`config.mk`:
```
export PLATFORM = sky130hd
export DESIGN_NAME = vc_arbiter
export DESIGN_NICKNAME = d
export VERILOG_FILES = /design/src/rtl/vc_arbiter.sv
export SDC_FILE = /design/constraint.sdc
export NUM_CORES = 1
export LEC_CHECK = 0
export CORE_UTILIZATION = 44
export DETAILED_ROUTE_END_ITERATION = 6
export HOLD_SLACK_MARGIN = 0.03
export PLACE_DENSITY_LB_ADDON = 0.1
export SKIP_CTS_REPAIR_TIMING = 1
export SLEW_MARGIN = 25
export SYNTH_ARGS = -nofsm -noshare
export SYNTH_HDL_FRONTEND = slang
export SYNTH_SLANG_ARGS = --single-unit
```
`constraint.sdc`:
```
create_clock -name clk -period 2.6 [get_ports clk]
set_clock_uncertainty 0.05 [all_clocks]
set_input_delay 0.26 -clock clk [delete_from_list [all_inputs] [get_ports clk]]
set_output_delay 0.26 -clock clk [all_outputs]
set_load 0.03 [all_outputs]
```
`src/rtl/vc_arbiter.sv`:
```
// Weighted round-robin arbiter moving head words from two virtual-channel FIFOs
// into the D0/D1 destination FIFOs, with a one-cycle pop-to-push latency.
module vc_arbiter #(
    parameter int BITNUMBER = 6,
    parameter int DEST_BIT  = 4,
    parameter int W0        = 3,
    parameter int W1        = 1
) (
    input  logic                 clk,
    input  logic                 reset,
    input  logic                 active,
    input  logic                 VC0_empty,
    input  logic                 VC1_empty,
    input  logic [BITNUMBER-1:0] VC0_data,
    input  logic [BITNUMBER-1:0] VC1_data,
    input  logic                 D0_almost_full,
    input  logic                 D1_almost_full,
    output logic                 pop_VC0,
    output logic                 pop_VC1,
    output logic                 push_D0,
    output logic                 push_D1,
    output logic [BITNUMBER-1:0] data_out,
    output logic [1:0]           arb_state
);

    localparam int WMAX  = (W0 > W1) ? W0 : W1;
    localparam int CNT_W = $clog2(WMAX) + 1;
    localparam logic [CNT_W-1:0] W0_C  = CNT_W'(W0);
    localparam logic [CNT_W-1:0] W1_C  = CNT_W'(W1);
    localparam logic [CNT_W-1:0] ONE_C = CNT_W'(1);

    typedef enum logic [1:0] {
        IDLE   = 2'd0,
        SERVE0 = 2'd1,
        SERVE1 = 2'd2
    } arb_state_e;

    arb_state_e           state_q, state_d;
    logic [CNT_W-1:0]     cnt_q, cnt_d;
    logic                 last_q, last_d;
    logic [BITNUMBER-1:0] data_q, data_d;
    logic                 push0_q, push0_d;
    logic                 push1_q, push1_d;

    logic vc0_dest, vc1_dest;
    logic vc0_ok, vc1_ok;
    logic grant0, grant1;

    // Reset is folded into eligibility so no pop escapes while reset is low.
    assign vc0_dest = VC0_data[DEST_BIT];
    assign vc1_dest = VC1_data[DEST_BIT];
    assign vc0_ok   = reset & active & ~VC0_empty & ~(vc0_dest ? D1_almost_full : D0_almost_full);
    assign vc1_ok   = reset & active & ~VC1_empty & ~(vc1_dest ? D1_almost_full : D0_almost_full);

    always_comb begin
        // NOTE: every output of this block gets a default first, so no path infers a latch.
        grant0  = 1'b0;
        grant1  = 1'b0;
        state_d = state_q;
        cnt_d   = cnt_q;
        last_d  = last_q;
        data_d  = data_q;
        push0_d = 1'b0;
        push1_d = 1'b0;

        unique case (state_q)
            IDLE: begin
                if (vc0_ok && vc1_ok) begin
                    grant0 = last_q;
                    grant1 = ~last_q;
                end else begin
                    grant0 = vc0_ok;
                    grant1 = vc1_ok;
                end
            end
            SERVE0: begin
                if (vc0_ok && (cnt_q < W0_C || !vc1_ok))
                    grant0 = 1'b1;
                else if (vc1_ok && (cnt_q == W0_C || !vc0_ok))
                    grant1 = 1'b1;
            end
            SERVE1: begin
                if (vc1_ok && (cnt_q < W1_C || !vc0_ok))
                    grant1 = 1'b1;
                else if (vc0_ok && (cnt_q == W1_C || !vc1_ok))
                    grant0 = 1'b1;
            end
            default: ;
        endcase

        if (grant0) begin
            state_d = SERVE0;
            cnt_d   = (state_q != SERVE0) ? ONE_C : (cnt_q < W0_C) ? cnt_q + ONE_C : cnt_q;
            last_d  = 1'b0;
            data_d  = VC0_data;
            push0_d = ~vc0_dest;
            push1_d = vc0_dest;
        end else if (grant1) begin
            state_d = SERVE1;
            cnt_d   = (state_q != SERVE1) ? ONE_C : (cnt_q < W1_C) ? cnt_q + ONE_C : cnt_q;
            last_d  = 1'b1;
            data_d  = VC1_data;
            push0_d = ~vc1_dest;
            push1_d = vc1_dest;
        end else begin
            state_d = IDLE;
            cnt_d   = '0;
        end
    end

    // NOTE: sequential state uses non-blocking assignments so all flops update together.
    always_ff @(posedge clk) begin
        if (!reset) begin
            state_q <= IDLE;
            cnt_q   <= '0;
            last_q  <= 1'b1;
            data_q  <= '0;
            push0_q <= 1'b0;
            push1_q <= 1'b0;
        end else begin
            state_q <= state_d;
            cnt_q   <= cnt_d;
            last_q  <= last_d;
            data_q  <= data_d;
            push0_q <= push0_d;
            push1_q <= push1_d;
        end
    end

    assign pop_VC0   = grant0;
    assign pop_VC1   = grant1;
    assign push_D0   = push0_q;
    assign push_D1   = push1_q;
    assign data_out  = data_q;
    assign arb_state = state_q;

endmodule

```
==> Word level (Yosys, flattened, before mapping) <==
Index checks and enable logic that the tools add are counted.
{ "op_classes": {"eq_ne": 8, "n_lt_le_gt_ge": 2, "n_addsub": 1, "reduce_logical": 15, "n_bitwise": 13, "muxes": 28} }
{ "op_table": {"columns": ["op", "count"], "rows": [
  ["2-to-1 mux 3 bit", 6],
  ["2-to-1 mux 1 bit", 17],
  ["2-to-1 mux 6 bit", 2],
  ["NOT 1 bit", 8],
  ["case mux 1 bit (3 select lines)", 2],
  ["bitwise AND 1 bit", 5],
  ["logical AND 1 bit", 5],
  ["logical OR 1 bit", 4],
  ["!= test 4 x 2 -> 1 bit, second input constant", 1],
  ["adder 3 x 1 -> 3 bit, second input constant", 1],
  ["equality test 3 x 1 -> 1 bit, second input constant", 1],
  ["equality test 3 x 2 -> 1 bit, second input constant", 1],
  ["< comparator 3 x 1 -> 1 bit, second input constant", 1],
  ["< comparator 3 x 2 -> 1 bit, second input constant", 1],
  ["!= test 3 x 1 -> 1 bit, second input constant", 1],
  ["equality test 2 x 1 -> 1 bit, second input constant", 1],
  ["equality test 2 bit, second input constant", 1],
  ["zero test 1 bit", 2],
  ["zero test 2 bit", 1],
  ["2-to-1 mux 2 bit", 1],
  ["!= test 2 x 1 -> 1 bit, second input constant", 1],
  ["!= test 2 bit, second input constant", 1],
  ["AND reduction 2 bit", 1],
  ["nonzero test 2 bit", 1],
  ["OR reduction 2 bit", 1]
]} }
{ "totals": {"register_bits": 14, "out_inout_bits": 12} }

==> Logic depth before layout (Yosys ltp) <==
{ "logic_depth": {"depth_word": 11, "depth_mapped": 8} }

==> Worst setup path before layout <==
No wires, ideal clock.
{ "synth_timing": {"path_kind": "reg-to-reg", "start": "reg state_q[0], in the netlist arb_state[0]", "end": "reg data_q[0], in the netlist data_out[0]", "synth_period_minus_slack_ns": 1.915, "path_slack_ns": 0.685, "required_time_ns": 2.428, "setup_time_ns": 0.122, "n_path_buf": 2, "t_arrival_ns": 1.744, "path_stages_with_launch": 8, "path_cell_list": "dfxtp_1 clkbuf_2 or3_1 nand4_2 or2_1 buf_6 and3_1 o311a_1"} }
{ "synth_via": {"elab_chain_cells": 3, "elab_cells_between_ends": 7} }
{ "synth_lines": {"columns": ["item", "line", "text"], "rows": [
  ["start, declared", "38", "arb_state_e state_q, state_d;"],
  ["start signal, assigned", "121", "state_q <= state_d;"],
  ["equality test 2 bit, or another cell as far along", "66", "unique case (state_q)"],
  ["case mux 1 bit (3 select lines)", "66", null],
  ["2-to-1 mux 6 bit / nonzero test 2 bit (equally long branches)", null, null],
  ["end signal, assigned", "124", "data_q <= data_d;"],
  ["end, declared", "41", "logic [BITNUMBER-1:0] data_q, data_d;"]
]} }
Several ways; a longest one is shown, not always the timed one.
A chain may end at the register's enable or synchronous reset.

==> Worst setup path after layout <==
{ "layout_timing": {"start": "in VC1_data[4]", "end": "out pop_VC1"} }
{ "layout_via": {"elab_chain_cells": 8, "elab_cells_between_ends": 14} }
{ "layout_lines": {"columns": ["item", "line", "text"], "rows": [
  ["start, declared", "15", "input logic [BITNUMBER-1:0] VC1_data,"],
  ["2-to-1 mux 1 bit (*)", "53", "assign vc1_ok = reset & active & ~VC1_empty & ~(vc1_dest ? D1_almost_full : D0_almost_full);"],
  ["NOT 1 bit (*)", "53", null],
  ["bitwise AND 1 bit (*)", "53", null],
  ["zero test 1 bit", "77", "if (vc0_ok && (cnt_q < W0_C || !vc1_ok))"],
  ["logical OR 1 bit", "77", null],
  ["logical AND 1 bit", "77", null],
  ["2-to-1 mux 1 bit", "77", null],
  ["case mux 1 bit (3 select lines) (*)", "66", null],
  ["end, declared", "19", "output logic pop_VC1,"]
]} }
Every way passes the cells marked *; elsewhere a longest branch is shown, timed or not.

==> qor.yml <==
status:
  status: "finished clean"
critical_path:
  required_ns: 2.29
  startpoint_type: "input port"
  r2r-start: "cnt_q[0]"
  r2r-end: "data_out[5]"
  worstSetupStartpoint: "VC1_data[4]"
  path_max_fanout: 9
  cp-end-kind: "output port"
  path_class: "in2out"
  crit_path_end: "pop_VC1"
  worst_path_largest_cell_delay_ns: 0.57
  crit_chain: "clkdlybuf4s50_1, mux2i_1, and3_1, o21ai_2, inv_1, buf_4"
  critical-path-slowest-cell: "clkdlybuf4s50_1"
  r2r_slack_ns: 0.55
  crit_arrival_ns: 2.01
  worst-r2r-cell-count: 7
drt:
  dr.pass1.iters: 4
  drc: 0
  wl_per_cell_um: 12.4
  via_per_inst: 5.45
  drt-initial-drc-count: 10
  num_vias: 828
  detail-route-antenna-nets: 0
  drt_wl_total_mm: 1.88
floorplan:
  die_area_mm2: 0.00219
  initial_core_util_pct: 49.1
  rows: 15
  io_pins: 31
  fp.dieW_um: 46.8
  die_h_um: 46.8
  core_area_mm2: 0.00180
cells_and_area:
  layout-drive-gt1-share_pct: 14.2
  diodes: 0
  area_growth_pct: 39.5
  seq_area_um2: 280
  final_net_count: 150
  instances_no_fill: 152
  fin_area_mm2: 0.00123
  multiInputGateArea_um2: 549
  final.fill_count: 150
clock_network:
  cts.sinks: 14
  path_clk_slew_ns: 0.09
  cts.path.max_buffers: 2
  cts-root-buf: "clkbuf_4"
  cts.htree.levels: 1
  cts_made_buffers: 3
  cts_tree: "done"
  clkLatencyLatePin_ns: 0.28
logic_synthesis:
  synth-edff-count: 0
  netlist_area_um2: 885
  synth.distinct_cells: 43
  syn_inst: 95
  yosys_warnings: 0
  ys_ff_latch: 14
  syn_avg_cell_area_um2: 9.31
  synth_flop_cell: "dfxtp_1"
  synth_async_sr_flop_share_pct: 0
  synth_nets: 117
  yosysSeqAreaShare_pct: 31.7
sta:
  period_needed_ns: 2.32
  finalSetupTns_ns: 0
  rsz0062_at_grt: "false"
  tightest_slew_ns: 0.331
  slew_violations: 0
  finalCritPeriodShare_pct: 89.1
  fmax_mhz: 432
  setup_slack_ns: 0.283
  max-slew-margin-rel_pct: 77.9
  setup-violations-final: 0
  hold_viol: 0
placement:
  routabilityCongestion: 0.789
  place_area_mm2: 0.00120
  dp_hpwl_mm: 1.51
  port_buffers: 30
  pre_cts_ws_ns: 0.265
  dp.cells: 148
grt:
  grt_pass1_vias: 703
  grt_use_total_pct: 18.9
  grt_pass1_wl_mm: 2.90
  antenna_found_initial: 0
  grt_max_degree: 11
  overflow: 0
pwr:
  power_leakage_nw: 0.504
  clkPwrFrac_pct: 31.7
  pwr-share-seq_pct: 46.6
  p_switching_uw: 126
  p_sw_share_pct: 25.5
  p_int_uw: 369
  ir_worst_vdd_uv: 355
  power_frac_comb_pct: 21.7
  power_density_mw_per_mm2: 401
  p_total_uw: 495
job:
  maxCapViolCount: 0
hold_path:
  hp-class: "reg2reg"
-- sequential cells by signal (all words and copies together), names as in the netlist --
name / cells
last_q: 1
data_out: 6
cnt_q: 3
arb_state: 2
push_D1: 1
push_D0: 1
-- final cells by class --
| type | count | share of cell area [%] |
|---|---|---|
| multi-input combinational | 71 | 44.5 |
| timing repair buffer | 33 | 25.8 |
| tap | 25 | 2.54 |
| clock buffer | 4 | 2.94 |
| sequential | 14 | 22.7 |
| inverter | 5 | 1.52 |
-- worst min-delay path by stage --
stage | endpoint | cells after the start | start
after floorplan | data_out[1] | 2 | VC0_data[1]
after global placement | last_q | 2 | last_q
after detailed placement | last_q | 2 | last_q
after CTS | last_q | 2 | last_q
after global routing | last_q | 2 | last_q
final | last_q | 2 | last_q
-- stage by stage --
stage	hold WS (ns)	utilization (%)
floorplan	0.319	-
global route	0.494	68.5
detailed placement	0.432	66.5
CTS	0.449	68.5
finish	0.444	68.5
global placement	0.419	66.5
-- synthesized netlist by cell type, types with 3 or more instances --
cell / count / area (um^2)
a21boi_1: 4 / 30.0
ha_1: 3 / 37.5
or2b_1: 5 / 37.5
and3_1: 5 / 31.3
dfxtp_1: 14 / 280
nand2_1: 8 / 30.0
o311a_1: 4 / 40.0
inv_1: 5 / 18.8
o21ai_0: 4 / 20.0
-- power groups by stage --
| stage | Clock (mW) | Combinational [mW] | Sequential [mW] |
|---|---|---|---|
| after floorplan | 0 | 0.0418 | 0.249 |
| after global placement | 0 | 0.107 | 0.236 |
| after detailed placement | 0 | 0.108 | 0.236 |
| after CTS | 0.162 | 0.108 | 0.231 |
| after global routing | 0.172 | 0.116 | 0.233 |
| final | 0.157 | 0.107 | 0.231 |
-- critical path, delay by kind of cell --
kind | cells | cell delay (ns)
muxes | 1 | 0.30
and+or+nand+nor | 1 | 0.39
AOI/OAI and AO/OA | 1 | 0.18
buffers and inverters | 3 | 0.87
-- cell usage in the layout, fill, tap and decap left out, drive strengths merged --
cell type / n
and3b: 3
clkdlybuf4s50: 28
a31oi: 2
o21ai: 5
o21bai: 1
o311a: 4
mux2i: 3
or3: 1
or4b: 1
a21oi: 2
nor2b: 2
a32o: 1
nand2b: 1
or2b: 5
nand3: 1
and3: 5
o31ai: 1
nand4: 1
nor4: 1
mux2: 1
and2: 1
and4b: 1
nor3: 2
nand3b: 2
nand2: 8
buf: 5
a211oi: 2
inv: 5
nor2: 3
clkbuf: 4
a21boi: 4
o2111a: 1
a22o: 1
or2: 1
a221o: 1
ha: 3
dfxtp: 14
-- kinds of logic after synthesis --
family | after synthesis | share of synthesized area [%]
and+or+nand+nor | 39 | 28.6
AOI/OAI and AO/OA | 25 | 23.2
DFF | 14 | 31.7
buffers and inverters | 10 | 6.22
muxes | 4 | 6.08
adders and majority gates | 3 | 4.24
-- per-layer routing --
metal | share of wire (%) | track usage (%) | wire [um] | up-vias
met5 | 0 | 0 | 0 | -
met4 | 0.64 | 8.57 | 12 | 0
met3 | 5.2 | 4.62 | 97 | 2
met2 | 47 | 30.8 | 894 | 24
met1 | 47 | 23.5 | 878 | 383
li1 | - | - | - | 419
Power figures use the tool's default switching activity.
==> edit 1 (same flow settings) <==
Take the reset off `data_q` and load it in a clocked block of its own.
--- a/src/rtl/vc_arbiter.sv
+++ b/src/rtl/vc_arbiter.sv
@@ -116,3 +116,2 @@
             last_q  <= 1'b1;
-            data_q  <= '0;
             push0_q <= 1'b0;
@@ -123,3 +122,2 @@
             last_q  <= last_d;
-            data_q  <= data_d;
             push0_q <= push0_d;
@@ -127,2 +125,6 @@
         end
+    end
+
+    always_ff @(posedge clk) begin
+        data_q <= data_d;
     end
Check against the original RTL: differs if reset is asserted again (counterexample within 4 cycles, from zero or initial values and one cycle with reset low); with reset held inactive, the same outputs for 10 cycles.
==> edit 1 against the original RTL <==
Design area is the same. Setup slack worse by 120 ps. Synthesized area is 5.7% lower. Wire length grew 1.3%. Total power decreased by 1.5%. Utilization rose by 2.2 points. Non-clock buffer count rose by 3. Global-route usage rose by 2.0 points. Sequential cell count unchanged. Critical endpoint is now pop_VC0.
==> edit 1: results (changes against the original RTL) <==
[power_and_ir_drop]
p_leak_nw = 0.485  ; -3.9%
peakVddDrop_mv = 0.249  ; -30%

[drt]
drt_iter0_markers = 37  ; +27
post_drt_wl_per_cell_um = 13.8  ; +12%
drt_pre_antenna_iters = 5  ; +1
m1WireLength_um = 797  ; -9.2%
dr.max_layer_used = met4
met3_length_um = 163  ; +68%
dr_total_vias = 760  ; -8.2%
route.met2.wl_um = 925  ; +3.5%

[synthesis]
syn_nets = 96  ; -18%
synth.distinct_cells = 35  ; -19%
synth-edff-count = 6  ; +6
ys_top_cells_by_area = edfxtp_1 (22%), dfxtp_1 (19%), mux2_4 (14%), ha_1 (4.5%), inv_1 (3.6%)
synth_commonest_cells = dfxtp_1 (8), inv_1 (8), mux2_4 (8)
seq_area_frac_synth_pct = 40.8  ; +9.1 points

[run_status]
status = completed

[grt]
grt_pass1_vias = 688  ; -2.1%
grt_usage_pct = 20.8  ; +2.0 points
grt_max_degree = 12  ; +1
use_met2_pct = 33.7  ; +2.9 points
grt_pass1_wl_mm = 3.06  ; +5.5%
grt_use_met1_pct = 27.5  ; +4.0 points
met3_usage_pct = 3.97  ; -0.65 points

[worst_setup_path]
cp.arrival_ps = 2130  ; +120 ps
path_max_fanout = 11  ; +2
max_stage_delay_ps = 550  ; -20 ps
slowest_stage = clkdlybuf4s50_1

[layout]
finalNetCount = 136  ; -9.3%
largest_reg_flops = 6  ; unchanged
drive_above_1_share_pct = 23.9  ; +9.7 points

[clock_network]
clk_latency_ps = 280  ; about the same

[placement]
dpl.hpwl_mm = 1.48  ; -1.6%
placed_area_sq_um = 1210  ; +0.84%
gp_congestion = 0.861  ; +9.1%

[sta]
tightest_slew_ps = 460  ; +130 ps

[edit 1: final cells by class]
class	count	area [sq um]
timing repair buffer	36	353
sequential	14	340
inverter	9	33.8
tap	25	31.3
multi-input combinational	50	449
fill	131	512
clock buffer	4	26.3
[edit 1: kinds of logic (layout without fill, tap and decap cells)]
group	Yosys count	after routing	share of synthesized area [%]
DFF	14	14	40.8
buffers and inverters	10	49	5.40
muxes	8	8	14.4
adders and majority gates	3	3	4.50
AOI/OAI and AO/OA	23	23	22.9
and+or+nand+nor	16	16	12.0
[edit 1: final timing paths]
kind                          from               endpoint  slack (ps)  depth (start not counted)
max                    VC1_data[4]                pop_VC0         160                          6
min reg2reg    last_q$_SDFFE_PN1P_    last_q$_SDFFE_PN1P_         430                          2
min            last_q$_SDFFE_PN1P_    last_q$_SDFFE_PN1P_         430                          2
max reg2reg  cnt_q[0]$_SDFFE_PN0P_  data_out[3]$_DFFE_PP_         500                          7
[edit 1: power by group]
part           internal [W]  leakage, nW  switching [W]  total, W
registers          0.000238        0.120     0.00000587  0.000244
logic             0.0000618        0.350      0.0000451  0.000107
clock network     0.0000596       0.0150      0.0000767  0.000136
total              0.000360        0.485       0.000128  0.000487
[edit 1: worst register-to-register path, cell delays in order (launching register included)]
cell and delay (ps):
dfxtp_1 480, ha_1 200, ha_1 170, a211oi_1 100, a2111o_1 450, inv_2 100
nor2_2 50, inv_1 190
[edit 1: metrics by stage]
stage | hold WS [ps] | instances | worst slack (ps)
floorplan | 323 | 74 | 397
global placement | 417 | 134 | 72.3
detailed placement | 415 | 134 | 3.18
CTS | 432 | 138 | 175
global route | 452 | 138 | 72.0
finish | 427 | 138 | 165
==> edit 2 (same settings) <==
Made on the original files. Set the parameter `W0` to 2 (it was 3).
--- a/src/rtl/vc_arbiter.sv
+++ b/src/rtl/vc_arbiter.sv
@@ -5,3 +5,3 @@
     parameter int DEST_BIT  = 4,
-    parameter int W0        = 3,
+    parameter int W0        = 2,
     parameter int W1        = 1
Function: changed (Yosys sat finds a counterexample within 4 cycles, from zero or initial values and one cycle with reset low).
==> edit 2 against the original RTL <==
First-iteration DRC count grew to 2.7 times the old value. Clock power fell by 21%. Sequential cell count shrank 1. Setup slack better by 110 ps. Wire length is 17% higher. Critical endpoint is now pop_VC0. Synthesized area shrank 8.1%. Total power down 5.0%. Count of clock-buffer cells in the layout unchanged. Synthesized cell count down 3.2%. Design area shrank 0.20%. Critical path depth unchanged. Utilization is 2.8 points higher. Register-to-register slack improved by 250 ps. Largest power group unchanged.
==> edit 2: results (changes against the original RTL) <==
[synthesis]
ys_top_cells_by_area = dfxtp_1 (32%), o21ai_0 (4.9%), a31oi_1 (4.6%), ha_1 (4.6%), o211ai_1 (4.6%)
muxShareOfSynthArea_pct = 3.38  ; -2.7 points
synth.distinct_cells = 34  ; -21%
seq_area_frac_synth_pct = 32.0  ; +0.32 points
syn_nets = 114  ; -2.6%
synth_commonest_cells = dfxtp_1 (13), o21ai_0 (8), a21oi_1 (7)

[placement]
dpl.hpwl_mm = 1.76  ; +17%
gp_congestion = 0.942  ; +19%

[power_and_ir_drop]
p_leak_nw = 0.474  ; -6.0%
peakVddDrop_mv = 0.253  ; -29%

[drt]
met3_length_um = 178  ; +84%
route.met2.wl_mm = 1.12  ; +25%
wirelength_mm = 2.20  ; +17%
drt_iter0_markers = 27  ; +17

[worst_setup_path]
cp.arrival_ps = 1900  ; -110 ps
path_max_fanout = 5  ; -4

[layout]
drive_above_1_share_pct = 13.7  ; -0.43 points
fillCellCount = 151  ; +0.67%
finalNetCount = 154  ; +2.7%

[grt]
met3_usage_pct = 2.80  ; -1.8 points
grt_pass1_vias = 861  ; +22%
grt_usage_pct = 24.5  ; +5.6 points
use_met2_pct = 42.3  ; +11 points
grt_use_met1_pct = 31.1  ; +7.6 points

[run_status]
status = completed

[sta]
tightest_slew_ps = 358  ; +27.3 ps

-- edit 2: cell type report --
cell class | count | area (sq um) | share of cell area [%]
tap | 25 | 31.3 | 2.54
inverter | 6 | 25.0 | 2.03
multi-input combinational | 70 | 523 | 42.5
sequential | 13 | 260 | 21.1
clock buffer | 4 | 26.3 | 2.13
timing repair buffer | 38 | 365 | 29.7
-- edit 2: worst min-delay path, cell delays in order, from the launching register on --
cell     delay (ps)
dfxtp_1         320
o21ai_0          70
a21oi_1          60
-- edit 2: stage by stage --
stage	worst slack, ps	area (sq um)	power, W	std cells
6_report	389	1230	0.000470	156
3_5_place_dp	16.6	1180	0.000347	152
5_1_grt	323	1230	0.000496	156
3_3_place_gp	39.9	1180	0.000344	152
4_1_cts	9.07	1210	0.000471	156
2_1_floorplan	680	813	0.000283	92
-- edit 2: where the power goes --
group / total (W) / internal (W) / switching [W]
clock: 0.000124 / 0.0000594 / 0.0000647
sequential: 0.000218 / 0.000210 / 0.00000804
combinational: 0.000129 / 0.0000661 / 0.0000625
-- edit 2: kinds of logic (layout without fill, tap and decap cells) --
logic type / count (synthesis) / in the layout
flops: 13 / 13
compound gates: 42 / 42
simple gates: 23 / 23
buf+inv: 9 / 48
fa+ha+maj: 3 / 3
mux: 2 / 2
-- edit 2: worst paths after layout --
check	from	to	slack, ps	depth (start not counted)
worst max-delay path	VC1_data[4]	pop_VC0	390	6
worst min-delay path	data_out[5]$_SDFFE_PN0P_	data_out[5]$_SDFFE_PN0P_	440	2
worst max register to register	cnt_q[1]$_SDFFE_PN0P_	data_out[2]$_SDFFE_PN0P_	800	9
worst min register to register	data_out[5]$_SDFFE_PN0P_	data_out[5]$_SDFFE_PN0P_	440	2
